===== src/rtl/alu_pair_sequencer.sv =====
// Sequences 16-bit register-pair arithmetic through an 8-bit ALU as a low-byte
// pass followed by a high-byte pass. The carry from the low pass is chained
// into the high pass. The block returns the assembled word and the flag values
// and write mask that the flag writeback expects.
module alu_pair_sequencer #(
    parameter int                      DATA_WIDTH   = 8,
    parameter int                      OPCODE_WIDTH = 3,
    parameter logic [OPCODE_WIDTH-1:0] ALU_ADD      = 3'b000,
    parameter logic [OPCODE_WIDTH-1:0] ALU_ADC      = 3'b001,
    parameter logic [OPCODE_WIDTH-1:0] ALU_SUB      = 3'b010,
    parameter logic [OPCODE_WIDTH-1:0] ALU_SBC      = 3'b011
) (
    input  logic                      i_clk,
    input  logic                      i_rst_n,
    input  logic                      i_start,
    input  logic [1:0]                i_op,
    input  logic [2*DATA_WIDTH-1:0]   i_operand_A,
    input  logic [2*DATA_WIDTH-1:0]   i_operand_B,
    output logic [DATA_WIDTH-1:0]     o_alu_A,
    output logic [DATA_WIDTH-1:0]     o_alu_B,
    output logic [OPCODE_WIDTH-1:0]   o_alu_control,
    output logic                      o_alu_carry_in,
    input  logic [DATA_WIDTH-1:0]     i_alu_data,
    input  logic                      i_alu_carry,
    input  logic                      i_alu_half_carry,
    output logic                      o_busy,
    output logic                      o_done,
    output logic [2*DATA_WIDTH-1:0]   o_result,
    output logic [3:0]                o_flags,
    output logic [3:0]                o_flags_mask
);

    localparam int WORD_WIDTH = 2 * DATA_WIDTH;

    typedef enum logic [1:0] {
        S_IDLE = 2'b00,
        S_LOW  = 2'b01,
        S_HIGH = 2'b10,
        S_DONE = 2'b11
    } state_t;

    typedef enum logic [1:0] {
        OP_ADD16  = 2'b00,
        OP_INC16  = 2'b01,
        OP_DEC16  = 2'b10,
        OP_ADDSPE = 2'b11
    } op_t;

    state_t                  r_state;
    state_t                  w_next_state;
    op_t                     r_op;
    logic [WORD_WIDTH-1:0]   r_a;
    logic [WORD_WIDTH-1:0]   r_b;
    logic [WORD_WIDTH-1:0]   r_result;
    logic                    r_c_lo;
    logic                    r_h_lo;
    logic                    r_c_hi;
    logic                    r_h_hi;
    logic                    r_flags_valid;
    logic                    w_accept;
    logic [WORD_WIDTH-1:0]   w_b_eff;

    assign w_accept = (r_state == S_IDLE) && i_start;

    // Build the effective second operand. INC and DEC both step by one, with
    // DEC choosing subtraction later. ADD SP,e8 sign-extends the displacement
    // byte.
    always_comb begin
        w_b_eff = i_operand_B;
        case (i_op)
            OP_ADD16:  w_b_eff = i_operand_B;
            OP_INC16:  w_b_eff = WORD_WIDTH'(1);
            OP_DEC16:  w_b_eff = WORD_WIDTH'(1);
            default:   w_b_eff = {{DATA_WIDTH{i_operand_B[DATA_WIDTH-1]}},
                                  i_operand_B[DATA_WIDTH-1:0]};
        endcase
    end

    // State register. Reset aborts any operation in flight.
    always_ff @(posedge i_clk or negedge i_rst_n) begin
        if (!i_rst_n) begin
            r_state <= S_IDLE;
        end else begin
            r_state <= w_next_state;
        end
    end

    // Fixed four-step walk. A start request only matters while idle.
    always_comb begin
        w_next_state = r_state;
        case (r_state)
            S_IDLE:  w_next_state = i_start ? S_LOW : S_IDLE;
            S_LOW:   w_next_state = S_HIGH;
            S_HIGH:  w_next_state = S_DONE;
            default: w_next_state = S_IDLE;
        endcase
    end

    // Latch operands on acceptance, then capture each byte pass from the ALU.
    // The flag-valid bit drops on a new start so stale flags are never shown
    // against a new operation.
    always_ff @(posedge i_clk or negedge i_rst_n) begin
        if (!i_rst_n) begin
            r_op          <= OP_ADD16;
            r_a           <= '0;
            r_b           <= '0;
            r_result      <= '0;
            r_c_lo        <= 1'b0;
            r_h_lo        <= 1'b0;
            r_c_hi        <= 1'b0;
            r_h_hi        <= 1'b0;
            r_flags_valid <= 1'b0;
        end else begin
            if (w_accept) begin
                r_op          <= op_t'(i_op);
                r_a           <= i_operand_A;
                r_b           <= w_b_eff;
                r_flags_valid <= 1'b0;
            end
            if (r_state == S_LOW) begin
                r_result[DATA_WIDTH-1:0] <= i_alu_data;
                r_c_lo                   <= i_alu_carry;
                r_h_lo                   <= i_alu_half_carry;
            end
            if (r_state == S_HIGH) begin
                r_result[WORD_WIDTH-1:DATA_WIDTH] <= i_alu_data;
                r_c_hi                            <= i_alu_carry;
                r_h_hi                            <= i_alu_half_carry;
                r_flags_valid                     <= 1'b1;
            end
        end
    end

    // Drive the ALU for the current byte pass. Outside the two passes, the ALU
    // sees a harmless ADD of zeros.
    always_comb begin
        o_alu_A        = '0;
        o_alu_B        = '0;
        o_alu_control  = ALU_ADD;
        o_alu_carry_in = 1'b0;
        case (r_state)
            S_LOW: begin
                o_alu_A       = r_a[DATA_WIDTH-1:0];
                o_alu_B       = r_b[DATA_WIDTH-1:0];
                o_alu_control = (r_op == OP_DEC16) ? ALU_SUB : ALU_ADD;
            end
            S_HIGH: begin
                o_alu_A        = r_a[WORD_WIDTH-1:DATA_WIDTH];
                o_alu_B        = r_b[WORD_WIDTH-1:DATA_WIDTH];
                o_alu_control  = (r_op == OP_DEC16) ? ALU_SBC : ALU_ADC;
                o_alu_carry_in = r_c_lo;
            end
            default: ;
        endcase
    end

    // Flags come only from registers, so they are stable from DONE onward.
    // ADD HL uses the high pass carries. ADD SP,e8 uses the low pass carries.
    // 16-bit INC and DEC leave the flags untouched.
    always_comb begin
        o_flags      = 4'b0000;
        o_flags_mask = 4'b0000;
        if (r_flags_valid) begin
            case (r_op)
                OP_ADD16: begin
                    o_flags      = {1'b0, 1'b0, r_h_hi, r_c_hi};
                    o_flags_mask = 4'b0111;
                end
                OP_ADDSPE: begin
                    o_flags      = {1'b0, 1'b0, r_h_lo, r_c_lo};
                    o_flags_mask = 4'b1111;
                end
                default: ;
            endcase
        end
    end

    assign o_busy   = (r_state != S_IDLE);
    assign o_done   = (r_state == S_DONE);
    assign o_result = r_result;

endmodule


===== config.mk =====
export PLATFORM = sky130hd
export DESIGN_NAME = alu_pair_sequencer
export DESIGN_NICKNAME = d
export VERILOG_FILES = /design/src/rtl/alu_pair_sequencer.sv
export SDC_FILE = /design/constraint.sdc
export NUM_CORES = 1
export LEC_CHECK = 0
export ABC_AREA = 1
export BUFFER_PORTS_ARGS = -buffer_cell sky130_fd_sc_hd__buf_2
export CAP_MARGIN = 20
export CORE_ASPECT_RATIO = 0.75
export CORE_MARGIN = 1.5
export CORE_UTILIZATION = 25
export CTS_BUF_LIST = sky130_fd_sc_hd__clkbuf_16
export DETAILED_ROUTE_END_ITERATION = 12
export SYNTH_ARGS = -nofsm -noshare
export SYNTH_HDL_FRONTEND = slang
export SYNTH_SLANG_ARGS = --single-unit
export TNS_END_PERCENT = 1

===== constraint.sdc =====
create_clock -name i_clk -period 2.1 [get_ports i_clk]
set_clock_uncertainty 0.1 [all_clocks]
set_input_delay 0.21 -clock i_clk [delete_from_list [all_inputs] [get_ports i_clk]]
set_output_delay 0.21 -clock i_clk [all_outputs]
set_load 0.05 [all_outputs]

==> results_dict.tcl <==
set metrics [dict create \
    rsz0062_at_grt "yes" \
    gr-usage-met2_pct 22.0 \
    worstPathRequired_ns 1.79 \
    drt-wirelength-per-cell_um 13.4 \
    yosysSeqAreaShare_pct 52.1 \
    syn_inst 317 \
    status "completed" \
    synthArstFlopShare_pct 100 \
    globalRouteOverflowTotal 0 \
    holdWs_ns 0.0119 \
    criticalPathCategory "flip-flop to primary output" \
    route.detailed.drc 0 \
    setup_viol 0 \
    ant_nets 0 \
    fp.dieW_um 124 \
    rows 32 \
    final_core_util_pct 38.4 \
    swShare_pct 46.6 \
    htree_levels 3 \
    clkPwrFrac_pct 22.0 \
    yosysTopAreaCellShare_pct 52.1 \
    worstMarginPinSlew_ns 0.629 \
    ys.flop_type "dfrtp_1" \
    synth_edf_count 0 \
    final_common_cell "nand2_1" \
    power_frac_seq_pct 26.0 \
    relSlewSlack_pct 58.1 \
    pwr-share-comb_pct 52.0 \
    report.final.hold_viol_count 0 \
    grt_util_met1_pct 18.5 \
    min_period_ns 2.04 \
    hp-class "input pin to flip-flop" \
    nets 489 \
    viasPerCell 4.31 \
    dr.pass1.iters 4 \
    cp_data_arrival_time_ns 1.73 \
    cts_tree "yes" \
    insertion_delay_ns 0.33 \
    leakage_nw 2.07 \
    final_cell_mix "nand2_1 (138), buf_2 (70), dfrtp_1 (57), dlygate4sd3_1 (22)" \
    syn_area_mm2 0.00274 \
    post_route_cells_drive_above_1_share_pct 33.2 \
    grt_pass1_wl_um 12100 \
    core-area_mm2 0.0105 \
    antenna_found_initial 0 \
    fmax_mhz 490 \
    use_met3_pct 4.57 \
    syn_area_per_cell_um2 8.63 \
    io_pins 93 \
    grt_pass1_vias 2491 \
    fillers 1061 \
    dp_hpwl_um 5290 \
    syn_to_final_growth_pct 46.8 \
    num_antenna_cells 0 \
    vias 2469 \
    crit_fanout 8 \
    dieArea_mm2 0.0116 \
    clkTransAtPathRegs_ns 0.05 \
    yosysUniqueCellTypes 20 \
    yosysWarnings 0 \
    drv_slew 0 \
    maxCapViolCount 0 \
    initial_core_util_pct 26.2 \
    io_buffer_count 89 \
    drt-initial-drc-count 107 \
    busiest_layer "met2" \
    die_h_um 93.6 \
    grt_start_max_net_pins 34 \
    grtUsageTotal_pct 14.1 \
    clkSinkCount 57 \
    period_share_pct 97.2 \
    synth.largest_area_cell "dfrtp_1" \
    startpoint_type "flip-flop" \
    totalWireLength_um 7670 \
    yosys_register_bits 57 \
    worst_setup_path_end_kind "primary output" \
    root_buffer "clkbuf_16" \
    cts_buffers 9 \
    routabilityCongestion 0.812 \
    clock_path_buffers 2 \
    power.switching_mw 3.47 \
    power_density_mw_per_mm2 1850 \
    synth_area_leaders "dfrtp_1 (52%), nand2_1 (19%), a21oi_1 (4.8%)" \
    ir_worst_vdd_mv 0.853 \
    cellInternalPower_mw 3.98 \
]
[critical path, stage by stage (launching register included)]
cell and delay [ns]:
dfrtp_1 0.40, inv_1 0.09, ha_1 0.30, inv_2 0.05
buf_4 0.17, a21oi_1 0.15, buf_4 0.23
[area by class of cell]
cell class | count | area (um^2) | share of cell area, %
Tap cell | 136 | 170 | 4.24
Clock buffer | 9 | 225 | 5.61
Inverter | 18 | 70.1 | 1.74
Sequential cell | 57 | 1430 | 35.5
Clock inverter | 7 | 109 | 2.71
Multi-Input combinational cell | 224 | 1140 | 28.5
Timing Repair Buffer | 122 | 872 | 21.7
[logic make-up after synthesis]
group                    Yosys count  share of synthesized area, %
flip-flops                        57                          52.1
adder cells (fa/ha/maj)           10                          4.57
multiplexers                      10                          4.53
buffers and inverters             38                          8.32
AO/OA/AOI/OAI                     31                          5.67
other                              1                         0.137
AND/OR/NAND/NOR                  170                          24.6
[cell usage after synthesis (2+ instances only)]
cell type  instances
nand3_1           15
buf_4              8
nor2_1            14
nand2_1          138
o21ai_0            5
buf_6              6
mux2_2             7
buf_2              5
inv_1             15
clkinv_1           2
dfrtp_1           57
mux2_4             3
a21oi_1           26
ha_1              10
[through the flow]
step	power [mW]	std cells	cell area [um^2]	setup WS, ns	TNS [ns]
floorplan	4.73	319	2780	-0.247	-2.67
global placement	5.49	533	3320	0.330	0
detailed placement	5.53	533	3320	0.281	0
CTS	7.38	571	3940	-0.0456	-0.168
global route	7.95	573	4020	-0.0404	-0.208
finish	7.45	573	4020	0.0590	0
[path summary, 6_finish.rpt]
kind	slack, ns	endpoint	cells after the start	from
setup / recovery	0.06	o_alu_B[3]	6	r_state[1]
hold / removal	0.01	o_result[11]	3	i_alu_data[3]
setup reg to reg	0.33	r_b[0]	7	r_state[0]
hold reg to reg	0.36	o_result[8]	2	o_result[8]
max in group asynchronous	0.95	r_a[15]	3	i_rst_n
min in group asynchronous	0.34	o_result[13]	2	i_rst_n
[state kept, by name (all words and copies together), names as in the netlist]
register and cells:
o_result 16, r_a 16, r_b 16, r_op 2
r_state 2, r_c_hi 1, r_c_lo 1, r_flags_valid 1
r_h_hi 1, r_h_lo 1
[power groups by stage]
stage	registers (mW)	logic, mW	clock network [mW]
2_1_floorplan	2.43	2.29	0
4_1_cts	1.94	3.77	1.68
3_3_place_gp	1.94	3.55	0
5_1_grt	2.01	4.22	1.73
3_5_place_dp	1.94	3.59	0
6_report	1.94	3.87	1.64
[what timing repair did]
item                                    CTS  global route
endpoints found under the hold margin    46             0
hold buffers                             22             0
buffers inserted                          0             2
resized for setup                        23            22
endpoints found under the setup margin   17            22
pin swaps                                 0             1
[routing by layer]
metal	share of wire (%)	up-vias
li1	-	1212
met1	48	1144
met2	44	105
met5	0	-
met4	0.68	0
met3	7.6	8
Note: power is estimated with default switching activity, not from simulation.
